==> config.mk <==
export PLATFORM = sky130hd
export DESIGN_NAME = rnn_mem_arbiter
export DESIGN_NICKNAME = d
export VERILOG_FILES = /design/src/rtl/rnn_pkg.sv /design/src/rtl/rnn_rd_return.sv /design/src/rtl/rnn_mem_arbiter.sv
export SDC_FILE = /design/constraint.sdc
export NUM_CORES = 1
export LEC_CHECK = 0
export ABC_AREA = 0
export BUFFER_PORTS_ARGS = -buffer_cell sky130_fd_sc_hd__buf_2
export CORE_ASPECT_RATIO = 1.4
export CORE_UTILIZATION = 45
export CTS_CLUSTER_DIAMETER = 200
export DETAILED_ROUTE_END_ITERATION = 6
export GPL_ROUTABILITY_DRIVEN = 1
export PLACE_DENSITY = 0.86
export REMOVE_ABC_BUFFERS = 1
export SLEW_MARGIN = 30
export SYNTH_ARGS = -nofsm -noshare
export SYNTH_HDL_FRONTEND = slang
export SYNTH_SLANG_ARGS = --single-unit
export TNS_END_PERCENT = 30
==> constraint.sdc <==
create_clock -name clk -period 4 [get_ports clk]
set_input_delay 1 -clock clk [delete_from_list [all_inputs] [get_ports clk]]
set_output_delay 1 -clock clk [all_outputs]
set_load 0.005 [all_outputs]
==> src/rtl/rnn_pkg.sv <==
// Shared definitions for the RNN memory-port arbiter: select codes, state encoding
// and default bus widths.
package rnn_pkg;

  localparam int unsigned RNN_ADDR_W = 17;
  localparam int unsigned RNN_DATA_W = 20;

  localparam logic [2:0] MSEL_IDLE    = 3'b100;
  localparam logic [2:0] MSEL_HW      = 3'b001;
  localparam logic [2:0] MSEL_WX_BIAS = 3'b011;
  localparam logic [2:0] MSEL_WX      = 3'b000;
  localparam logic [2:0] MSEL_OUT     = 3'b101;
  localparam logic [2:0] MSEL_WH      = 3'b010;

  typedef enum logic [1:0] {
    IDLE = 2'd0,
    OWN0 = 2'd1,
    OWN1 = 2'd2,
    TURN = 2'd3
  } arb_state_e;

  typedef struct packed {
    logic valid;
    logic owner;
  } rd_tag_t;

endpackage

==> src/rtl/rnn_rd_return.sv <==
// Read-return path: tags each read beat with its owner and delivers the registered
// memory data to that requester two cycles after the beat.
module rnn_rd_return
  import rnn_pkg::*;
#(
  parameter int unsigned DATA_W = RNN_DATA_W
) (
  input  logic              clk,
  input  logic              reset,
  input  logic              issue_valid,
  input  logic              issue_owner,
  input  logic [DATA_W-1:0] mdata_r,
  output logic [1:0]        rvalid,
  output logic [DATA_W-1:0] rdata
);

  rd_tag_t           s1_q, s1_d;
  rd_tag_t           s2_q, s2_d;
  logic [1:0]        rvalid_q, rvalid_d;
  logic [DATA_W-1:0] rdata_q, rdata_d;

  // Stage 2 lines up with the cycle in which the memory presents the read data.
  always_comb begin
    s1_d     = '{valid: issue_valid, owner: issue_owner};
    s2_d     = s1_q;
    rvalid_d = '0;
    rdata_d  = rdata_q;
    if (s2_q.valid) begin
      rvalid_d[s2_q.owner] = 1'b1;
      rdata_d              = mdata_r;
    end
  end

  always_ff @(posedge clk) begin
    if (reset) begin
      s1_q     <= '0;
      s2_q     <= '0;
      rvalid_q <= '0;
      rdata_q  <= '0;
    end else begin
      s1_q     <= s1_d;
      s2_q     <= s2_d;
      rvalid_q <= rvalid_d;
      rdata_q  <= rdata_d;
    end
  end

  assign rvalid = rvalid_q;
  assign rdata  = rdata_q;

endmodule

==> src/rtl/rnn_mem_arbiter.sv <==
// Round-robin arbiter for the single RNN memory port, shared by the compute core
// (requester 0) and the host loader (requester 1), with burst hold and starvation cap.
module rnn_mem_arbiter
  import rnn_pkg::*;
#(
  parameter int unsigned ADDR_W    = RNN_ADDR_W,
  parameter int unsigned DATA_W    = RNN_DATA_W,
  parameter int unsigned MAX_BURST = 64
) (
  input  logic              clk,
  input  logic              reset,
  input  logic [1:0]        req,
  output logic [1:0]        gnt,
  input  logic [1:0]        vld,
  input  logic [2:0]        sel0,
  input  logic [2:0]        sel1,
  input  logic [ADDR_W-1:0] addr0,
  input  logic [ADDR_W-1:0] addr1,
  input  logic [DATA_W-1:0] wdata0,
  input  logic [DATA_W-1:0] wdata1,
  output logic [1:0]        rvalid,
  output logic [DATA_W-1:0] rdata,
  output logic              mce,
  output logic [ADDR_W-1:0] maddr,
  output logic [2:0]        msel,
  output logic [DATA_W-1:0] mdata_w,
  input  logic [DATA_W-1:0] mdata_r
);

  localparam int unsigned    CNT_W   = $clog2(MAX_BURST + 1);
  localparam logic [CNT_W-1:0] CNT_MAX = CNT_W'(MAX_BURST);

  arb_state_e        state_q, state_d;
  logic              last_q, last_d;
  logic [CNT_W-1:0]  cnt_q, cnt_d;
  logic              mce_q, mce_d;
  logic [ADDR_W-1:0] maddr_q, maddr_d;
  logic [2:0]        msel_q, msel_d;
  logic [DATA_W-1:0] mdata_w_q, mdata_w_d;

  logic              owning;
  logic              owner;
  logic              beat;
  logic              is_wr;
  logic              other_req;
  logic              pick;
  logic [2:0]        b_sel;
  logic [ADDR_W-1:0] b_addr;
  logic [DATA_W-1:0] b_wdata;
  logic [CNT_W-1:0]  cnt_inc;

  always_comb begin
    owning    = (state_q == OWN0) || (state_q == OWN1);
    owner     = (state_q == OWN1);
    beat      = owning && vld[owner];
    b_sel     = owner ? sel1   : sel0;
    b_addr    = owner ? addr1  : addr0;
    b_wdata   = owner ? wdata1 : wdata0;
    is_wr     = (b_sel == MSEL_OUT);
    other_req = req[!owner];
    // Saturates so an uncontested owner can stream indefinitely, yet is released
    // at the next beat once the other side starts asking.
    cnt_inc   = (beat && (cnt_q != CNT_MAX)) ? cnt_q + CNT_W'(1) : cnt_q;
    pick      = (req == 2'b11) ? !last_q : req[1];
  end

  always_comb begin
    state_d = state_q;
    last_d  = last_q;
    cnt_d   = cnt_q;
    unique case (state_q)
      IDLE: begin
        cnt_d = '0;
        if (req != 2'b00) begin
          state_d = pick ? OWN1 : OWN0;
          last_d  = pick;
        end
      end
      OWN0, OWN1: begin
        cnt_d = cnt_inc;
        if (!req[owner]) begin
          state_d = other_req ? TURN : IDLE;
          cnt_d   = '0;
        end else if (other_req && (cnt_inc == CNT_MAX)) begin
          state_d = TURN;
          cnt_d   = '0;
        end
      end
      TURN: begin
        // last_q still names the owner that just left; hand over to the other one.
        cnt_d = '0;
        if (req[!last_q]) begin
          state_d = last_q ? OWN0 : OWN1;
          last_d  = !last_q;
        end else begin
          state_d = IDLE;
        end
      end
      default: state_d = IDLE;
    endcase
  end

  always_comb begin
    mce_d     = beat;
    maddr_d   = beat ? b_addr : maddr_q;
    msel_d    = beat ? b_sel  : MSEL_IDLE;
    mdata_w_d = (beat && is_wr) ? b_wdata : mdata_w_q;
  end

  always_ff @(posedge clk) begin
    if (reset) begin
      state_q   <= IDLE;
      last_q    <= 1'b1;
      cnt_q     <= '0;
      mce_q     <= 1'b0;
      maddr_q   <= '0;
      msel_q    <= MSEL_IDLE;
      mdata_w_q <= '0;
    end else begin
      state_q   <= state_d;
      last_q    <= last_d;
      cnt_q     <= cnt_d;
      mce_q     <= mce_d;
      maddr_q   <= maddr_d;
      msel_q    <= msel_d;
      mdata_w_q <= mdata_w_d;
    end
  end

  rnn_rd_return #(
    .DATA_W(DATA_W)
  ) u_rd_return (
    .clk        (clk),
    .reset      (reset),
    .issue_valid(beat && !is_wr),
    .issue_owner(owner),
    .mdata_r    (mdata_r),
    .rvalid     (rvalid),
    .rdata      (rdata)
  );

  assign gnt     = {state_q == OWN1, state_q == OWN0};
  assign mce     = mce_q;
  assign maddr   = maddr_q;
  assign msel    = msel_q;
  assign mdata_w = mdata_w_q;

endmodule
# Yosys cells after proc, flatten, opt, wreduce, memory -nomap -nowiden
# Index checks and enable logic that the tools add are counted.
# Widths: inputs -> output; s select.
# word_totals
ff_bits	77
inputBits	106
out_inout_bits	65
word_cells	79
# classes
add_sub_neg	1
order_cmp	5
n_eq_ne	10
muxes	29
bitwise_logic	2
reduce_logical	19
# op_table
op	n
$mux 7	3
$mux 20	1
$mux 17	1
$mux 2	7
$pmux 7 s2	1
$mux 1	12
$lt 1x2->1 const B	4
$reduce_or 2->1	4
$add 7x1->7 const B	1
$eq 7x7->1 const B	1
$ne 7x7->1 const B	1
$eq 2x2->1 const B	3
$logic_and 1x1->1	6
$pmux 2 s3	1
$ne 2x2->1 const B	2
$reduce_bool 2->1	2
$eq 3x3->1 const B	1
$logic_not 1->1	3
$mux 3	1
$ne 3x3->1 const B	1
$reduce_and 3->1	1
$eq 2x1->1 const B	1
$logic_not 2->1	1
$not 1->1	2
other kinds (5)	5

# Longest topological paths before layout
# Gate-level depths: netlist of the first run.
# logic_depth
depth_word	11
ltp_mapped	9
mapped_depth_nobuf	7

# By module
# A second synthesis of the first run with hierarchy kept.
# hier_totals
cells_unflattened	355
area_unflattened_um2	3443.3
# by_module_without_submodules
mod	instances	cells_per_inst	area_each_um2	seq_area_each_um2
rnn_mem_arbiter	1	277	2534.9	1021.0
rnn_rd_return	1	78	908.4	520.5

# Least setup slack after synthesis of the first run
# Ideal clock, no wire load.
# synth_path
kind	in2reg
start	input vld[1]
end	register state_q[0]
setup_time_ns	0.123
arrival_ns	2.610
required_ns	3.877
path_slack_ns	1.267
stages	5
path_buffers	0
path_cell_list	mux2i_1 > or4_1 > and4_1 > o41a_1 > mux2_1
# synth_via
elab_chain_len	9
# synth_rtl
item	line	source
from (decl)	rnn_mem_arbiter.sv:14	input logic [1:0] vld,
$mux 1 (not written as such) (2 in series)	rnn_mem_arbiter.sv:55	beat = owning && vld[owner];
$logic_and 1x1->1	rnn_mem_arbiter.sv:55	
$logic_and 1x1->1	rnn_mem_arbiter.sv:63	cnt_inc = (beat && (cnt_q != CNT_MAX)) ? cnt_q + CNT_W'(1) : cnt_q;
$mux 7	rnn_mem_arbiter.sv:63	
$eq 7x7->1	rnn_mem_arbiter.sv:84	end else if (other_req && (cnt_inc == CNT_MAX)) begin
$logic_and 1x1->1	rnn_mem_arbiter.sv:84	
$ne 3x3->1 (no source line)	-	
$reduce_and 2->1 (no source line)	-	
to (signal assigned)	rnn_mem_arbiter.sv:120	state_q <= state_d;
to (decl)	rnn_mem_arbiter.sv:33	arb_state_e state_q, state_d;
# No other way between the ends. The select of a mux whose other input is x is not followed.
# A chain may end at the register's enable or synchronous reset.

# Final worst setup path of the first run
# layout_path
start	register state_q[0]
end	output gnt[1]
# layout_via
elab_chain_len	1
# layout_rtl
item	line	source
$eq 2x2->1	rnn_mem_arbiter.sv:142	assign gnt = {state_q == OWN1, state_q == OWN0};
to (decl)	rnn_mem_arbiter.sv:13	output logic [1:0] gnt,
# No other way between the ends.

==> results of run 1 <==
## critical path: cells and delay by family (launching register included)
family / cells / cell delay (ns)
fa+ha+maj: 1 / 0.49
buf+inv: 3 / 0.87
flops: 1 / 0.34
## cells by family after synthesis
logic type | count (synthesis)
flops | 77
fa+ha+maj | 6
buf+inv | 32
mux | 67
simple gates | 112
xor+xnor | 7
compound gates | 52
## how the worst max path moves through the flow
stage,startpoint,end,slack [ns]
4_1_cts,state_q[0]$_SDFFE_PP0P_,gnt[1],0.91
2_1_floorplan,state_q[0]$_SDFFE_PP0P_,mdata_w[0]$_SDFFE_PP0P_,-0.37
3_3_place_gp,vld[1],state_q[0]$_SDFFE_PP0P_,1.08
6_report,state_q[0]$_SDFFE_PP0P_,gnt[1],0.94
5_1_grt,state_q[0]$_SDFFE_PP0P_,state_q[0]$_SDFFE_PP0P_,0.80
3_5_place_dp,vld[1],state_q[0]$_SDFFE_PP0P_,0.99
## placed cells by master, fill, tap and decap left out, drive strengths merged, types with 3 or more instances in the layout
cell type | Yosys | final
buf | 5 | 174
dfxtp | 77 | 77
nor2 | 73 | 73
mux2i | 64 | 64
a211oi | 37 | 37
nor3 | 10 | 10
inv | 7 | 10
clkbuf | 20 | 9
nand2 | 8 | 8
ha | 6 | 6
o21ai | 5 | 5
nor2b | 5 | 5
xor2 | 4 | 4
xnor2 | 3 | 3
clkinvlp | 0 | 3
mux2 | 3 | 3
## final cells by class
cell class              count  area [um2]
fillers                   653        2816
multi-input cells         244        1722
flip-flops and latches     77        1543
repair buffers            174       880.8
clock buffers               9       123.9
well taps                  97       121.4
clock inverters             7       81.33
inverters                   7       26.28
## synth_stat cells (4+ instances only)
master	number
a211oi_1	37
clkbuf_1	20
dfxtp_1	77
ha_1	6
inv_1	7
mux2i_1	64
nand2_1	8
nor2_1	73
nor2b_1	5
nor3_1	10
o21ai_0	5
xor2_1	4
## flip-flops by register name, summed over array words and instances (netlist names)
register            count
mce                     1
u_rd_return.rdata      20
u_rd_return.s2_q        2
mdata_w                20
u_rd_return.s1_q        2
u_rd_return.rvalid      2
state_q                 2
maddr                  17
last_q                  1
msel                    3
cnt_q                   7
## metrics by stage
step                      cell area (um2)  hold WS (ns)
final                                4498        0.4187
after global routing                 4498        0.4346
after CTS                            4498        0.4227
after detailed placement             4293        0.4130
after global placement               4292        0.3993
after floorplan                      3273        0.3876
## power groups by stage
stage | sequential (uW) | clock, uW | combinational, uW
after floorplan | 972 | 0 | 462
after global placement | 959 | 0 | 714
after detailed placement | 966 | 0 | 732
after CTS | 948 | 617 | 737
after global routing | 963 | 646 | 811
final | 948 | 601 | 732
## metal layers
| layer | wire, um | vias up | track usage |
|---|---|---|---|
| met4 | 153 | 2 | 0.1085 |
| li1 | - | 1573 | - |
| met3 | 556 | 17 | 0.04167 |
| met1 | 3319 | 1402 | 0.2358 |
| met2 | 4322 | 133 | 0.3752 |
| met5 | 8 | - | 0 |
==> results.md, run 1 <==
* Post-synthesis sequential area ratio at 0.4571
* WHS Path Cells at 1
* DRC at 0
* Fin util at 0.6150
* Number of synthesized flops with an enable pin at 0
* Clock Latency Late Sink at 0.35 ns
* Comb pwr share at 0.321
* Row count at 37
* Clk sink count at 77
* Slew HR at 0.5179
* Initial antenna violation count at 1
* Syn Area/Cell at 9.552 um2
* Initial Util at 0.4610
* Final setup viols at 0
* Worst setup SP type: flip-flop
* Post-synth top area share at 0.4571
* Vias per cell at 5.085
* Total Power at 2281 uW
* Clk buf depth at 2
* Chip width at 75.16 um
* Sw power at 763.6 uW
* Detail Placement HPWL at 6216 um
* Worst setup margin at 0.9382 ns
* Clk slew on worst S/H paths at about 0.090 ns
* CP Capture Type: output pin
* Crit-path max cell delay at between 0.5 and 0.6 ns
* Final net count at 625
* Status: finished clean
* Mux contribution to synthesized area at 0.2000
* Crit-path cells: inv_1 -> ha_2 -> buf_4 -> buf_2
* Clk_skew at 0.01102 ns
* Main flop type after synthesis: dfxtp_1
* Flop pwr share at 0.415
* Reg2Reg Setup Slack at 0.99 ns
* Antenna fix cells at 0
* Hold Path Class: reg2reg
* R2r worst-path depth at 8
* Routed Antenna Nets at 0
* Synth Area in XOR/XNOR at 0.01818
* Cell-internal power at 1517 uW
* Placed instance count at 599
* Area fraction in compound gates after synthesis at 0.1158
* GRT Overall Usage at 0.2139
* Power Dens Cells at 507.0 nW/um2
* WL final at between 8000 and 9000 um
* DR iter-0 viols at 130
* Share of cells above drive strength 1 at 0.3803
* Synth Area in Adders at 0.02226
* CTS Buf Count at 9
* Vias in the first global route at 2876
* RSZ-0062 raised after global routing: no
* Synth top area cells: dfxtp_1 (46%), mux2i_1 (19%), a211oi_1 (8.2%)
* Final Non-Filler Cells at 615
* Cell taking the most area after synthesis: dfxtp_1
* Clock root buffer: clkbuf_8
* Final hold vios at 0
* IO Port Bufs at 170
* Worst Path Class, Setup: reg2out
* Via count at 3127
* Area Overhead vs Synth at 33.40%
* Largest net degree at the start of global routing at 51
* DIE HEIGHT at 104.4 um
* Hold Path Sink: u_rd_return.rvalid[0]$_SDFF_PP0_
* Htree depth at 3
* Crit Path Max Fanout at 34
* Simple-Gate Fraction of Synth Area at 0.1495
* Final period util at 0.7654
* Critical R2R Capture: state_q[0]$_SDFFE_PP0P_
* Worst path required time at 3.00 ns
* Yosys Warn Count at 0
* HP Start: u_rd_return.s2_q[0]$_SDFF_PP0_
* FF-to-FF Start: state_q[0]$_SDFFE_PP0P_
* Synth unique cells at 36
* Peak supply drop at between 0.2 and 0.3 mV
* WP data arrival at between 2 and 2.5 ns
* Max-slew violation count at 0
* Final GP Congestion at 0.8972
* Hold buffers post-CTS at 0
* Core box area at 7315 um2
* Final min period at 3.062 ns
* Crit-path slowest cell: buf_4
* Largest family of logic cells by synthesized area: multiplexers
* Switch share at 0.3348
* Total die area at roughly 7800 um2
* Number of synthesized register bits at a little under 80
* First-pass GRT wire length at 12880 um
* Leak pwr at 0.001933 uW
* Setup Buffers After CTS at 0
* Max-Cap Viols at 0
* CTS tree: yes
* Place WS at 0.9906 ns
* # resized after CTS at 0
* Overflow after GRT at 0
* Cells after Synth at 353
* Num ports at 171
* DR WL/cell at 13.59 um
* DRT Pass-1 Iters at 4
* Least-Margin Pin Slew at 0.7030 ns
* F_max at 0.3266 GHz
* Clock share of power at 0.264
* Fin Setup TNS at 0 ns
* Syn Std Cell Area at 3372 um2
* Post-synth ARST share at 0
Note: power is estimated with default switching activity, not from simulation.
==> run 2, diff against run 1 <==
Clock period 4 ns to 2.95 ns, I/O delays scaled along.
==> run 2 against run 1 <==
Cell area grew 1.8%; sequential cell count is the same; power grew 40%; global-route usage shrank 0.54 points; count of clock-buffer cells in the layout grew 1; core utilization grew 1.1 points; sequential power grew 35%; critical path depth grew 3; clock skew shrank 0.0048 ns; critical endpoint is now state_q[1]$_SDFFE_PP0P_; highest routed layer unchanged.
==> results.md, run 2 (synthesis results as in run 1) <==
* # resized after CTS at 0 (unchanged)
* WHS Path Cells at 1 (unchanged)
* Detail Placement HPWL at 6207 um (-0.15%)
* First-pass GRT wire length at 12620 um (-2.0%)
* F_max at between 0.4 and 0.5 GHz
* RSZ-0062 raised after global routing: no
* Final hold vios at 0 (unchanged)
* Sw power at 1008 uW (+32%)
* Antenna fix cells at 0 (unchanged)
* CTS tree: yes
* CP Capture Type: flip-flop
* Worst path required time at 3.17 ns (+0.17 ns)
* Reg2Reg Setup Slack at 0.50 ns (-0.49 ns)
* Chip width at 75.16 um (unchanged)
* CP bufs+invs at 1 (-2)
* Total die area at 7849 um2 (unchanged)
* Power Dens Cells at 695.5 nW/um2 (+37%)
* Slew HR at 0.5764 (+0.05847)
* Final setup viols at 0 (unchanged)
* DIE HEIGHT at 104.4 um (unchanged)
* Crit Path Max Fanout at 4 (-88%)
* Htree depth at 3 (unchanged)
* Clk slew on worst S/H paths at 0.08 ns (about the same)
* Final Non-Filler Cells at 619 (+0.65%)
* HP Start: u_rd_return.s2_q[0]$_SDFF_PP0_
* Final period util at 0.8292
* Area Overhead vs Synth at 35.81%
* Status: finished clean
* Placed instance count at 603 (+0.67%)
* Clock Latency Late Sink at 0.34 ns (about the same)
* Routed Antenna Nets at 0 (unchanged)
* Flop pwr share at 0.403 (-0.012)
* Fin area at 4579 um2 (+1.8%)
* Critical R2R Capture: state_q[1]$_SDFFE_PP0P_
* Num ports at 171 (unchanged)
* WP data arrival at 2.67 ns (+0.61 ns)
* Crit-path slowest cell: or4_1
* DRC at 0 (unchanged)
* Worst setup SP type: flip-flop
* Peak supply drop at 0.4803 mV (+67%)
* Total Power at 3185 uW (+40%)
* Max-slew violation count at 0 (unchanged)
* Via count at 3129 (+0.064%)
* Max-Cap Viols at 0 (unchanged)
* DR WL/cell at 13.20 um (-2.9%)
* CTS Buf Count at 9 (unchanged)
* R2r worst-path depth at 7 (-1)
* Crit-path max cell delay at 0.51 ns (-0.05 ns)
* Crit-path cells: inv_1 -> ha_2 -> mux2i_1 -> or4_1 -> and4_1 -> o41a_1 -> mux2_1
* Leak pwr at 0.001980 uW (+2.4%)
* Setup Buffers After CTS at 0 (unchanged)
* Clk sink count at 77 (unchanged)
* Clk buf depth at 2 (unchanged)
* Hold Path Class: reg2reg
* Vias in the first global route at 2906 (+1.0%)
* Most frequent cells in the layout: buf_2 (170), dfxtp_1 (76), nor2_1 (72), mux2i_1 (64), a211oi_1 (37)
* Overflow after GRT at 0 (unchanged)
* Hold buffers post-CTS at 0 (unchanged)
* Initial antenna violation count at 1 (unchanged)
* Worst Path Class, Setup: reg2reg
* Initial Util at 0.4610 (unchanged)
* Final GP Congestion at 0.8889 (-0.93%)
* Clk_skew at 0.006178 ns (-0.004842 ns)
* WL final at 8173 um (-2.2%)
* Vias per cell at 5.055 (-0.58%)
* DRT Pass-1 Iters at 7 (+3)
* IO Port Bufs at 170 (unchanged)
* DR iter-0 viols at 125 (-3.8%)
* Final min period at 2.446 ns
* Levels on crit path at 7 (+3)
* GRT Overall Usage at 0.2085 (-0.005374)
* Cell-internal power at 2177 uW (+44%)
* Share of cells above drive strength 1 at 0.3851 (+0.004749)
* Clock share of power at 0.279 (+0.015)
* Row count at 37 (unchanged)
* Comb pwr share at 0.318 (-0.003)
* Switch share at 0.3164 (-0.01845)
* Commonest non-fill, non-tap cell in the layout: buf_2
* Largest net degree at the start of global routing at 71 (+39%)
* FF-to-FF Start: state_q[0]$_SDFFE_PP0P_
* Least-Margin Pin Slew at 0.6354 ns (-0.06759 ns)
* Top Family by Delay on Critical Path: simple AND/OR/NAND/NOR gates
* Core box area at 7315 um2 (unchanged)
* Cell Area, Placed at 4348 um2 (+1.3%)
* Final net count at 629 (+0.64%)
* Clock root buffer: clkbuf_8
* Hold Path Sink: u_rd_return.rvalid[0]$_SDFF_PP0_
run 2: power groups by stage:
| stage | sequential (uW) | combinational [uW] | clock (uW) |
|---|---|---|---|
| 2_1_floorplan | 1320 | 626 | 0 |
| 3_5_place_dp | 1310 | 1020 | 0 |
| 5_1_grt | 1300 | 1130 | 960 |
| 3_3_place_gp | 1300 | 992 | 0 |
| 6_report | 1280 | 1010 | 889 |
| 4_1_cts | 1290 | 1020 | 915 |
run 2: worst max path at each step:
stage	from	to	slack, ns
final	state_q[0]$_SDFFE_PP0P_	state_q[1]$_SDFFE_PP0P_	0.50
after global routing	state_q[0]$_SDFFE_PP0P_	state_q[1]$_SDFFE_PP0P_	0.41
after CTS	state_q[0]$_SDFFE_PP0P_	state_q[1]$_SDFFE_PP0P_	0.50
after detailed placement	vld[1]	state_q[1]$_SDFFE_PP0P_	0.41
after global placement	vld[1]	state_q[0]$_SDFFE_PP0P_	0.46
after floorplan	state_q[0]$_SDFFE_PP0P_	mdata_w[0]$_SDFFE_PP0P_	-1.42
run 2: per-layer routing:
metal / share of wire / GRT usage / vias up
li1: - / - / 1590
met1: 0.41 / 0.2220 / 1426
met2: 0.52 / 0.3784 / 99
met3: 0.056 / 0.05426 / 12
met4: 0.013 / 0.07804 / 2
met5: 0.0016 / 0 / -
run 2: cell type report:
class	count	area, um2
fillers	624	2735
flip-flops and latches	77	1543
clock inverters	6	93.84
repair buffers	178	935.9
inverters	7	26.28
well taps	97	121.4
clock buffers	10	137.6
multi-input cells	244	1722
run 2: per-stage QoR:
step | setup WS, ns | utilization | TNS [ns] | hold WS [ns]
after global routing | 0.4088 | 0.6261 | 0 | 0.4604
after CTS | 0.4973 | 0.6261 | 0 | 0.4174
after detailed placement | 0.4085 | 0.5944 | 0 | 0.4086
after global placement | 0.4558 | 0.5943 | 0 | 0.3989
final | 0.5038 | 0.6261 | 0 | 0.4217
after floorplan | -1.416 | - | -56.72 | 0.3876
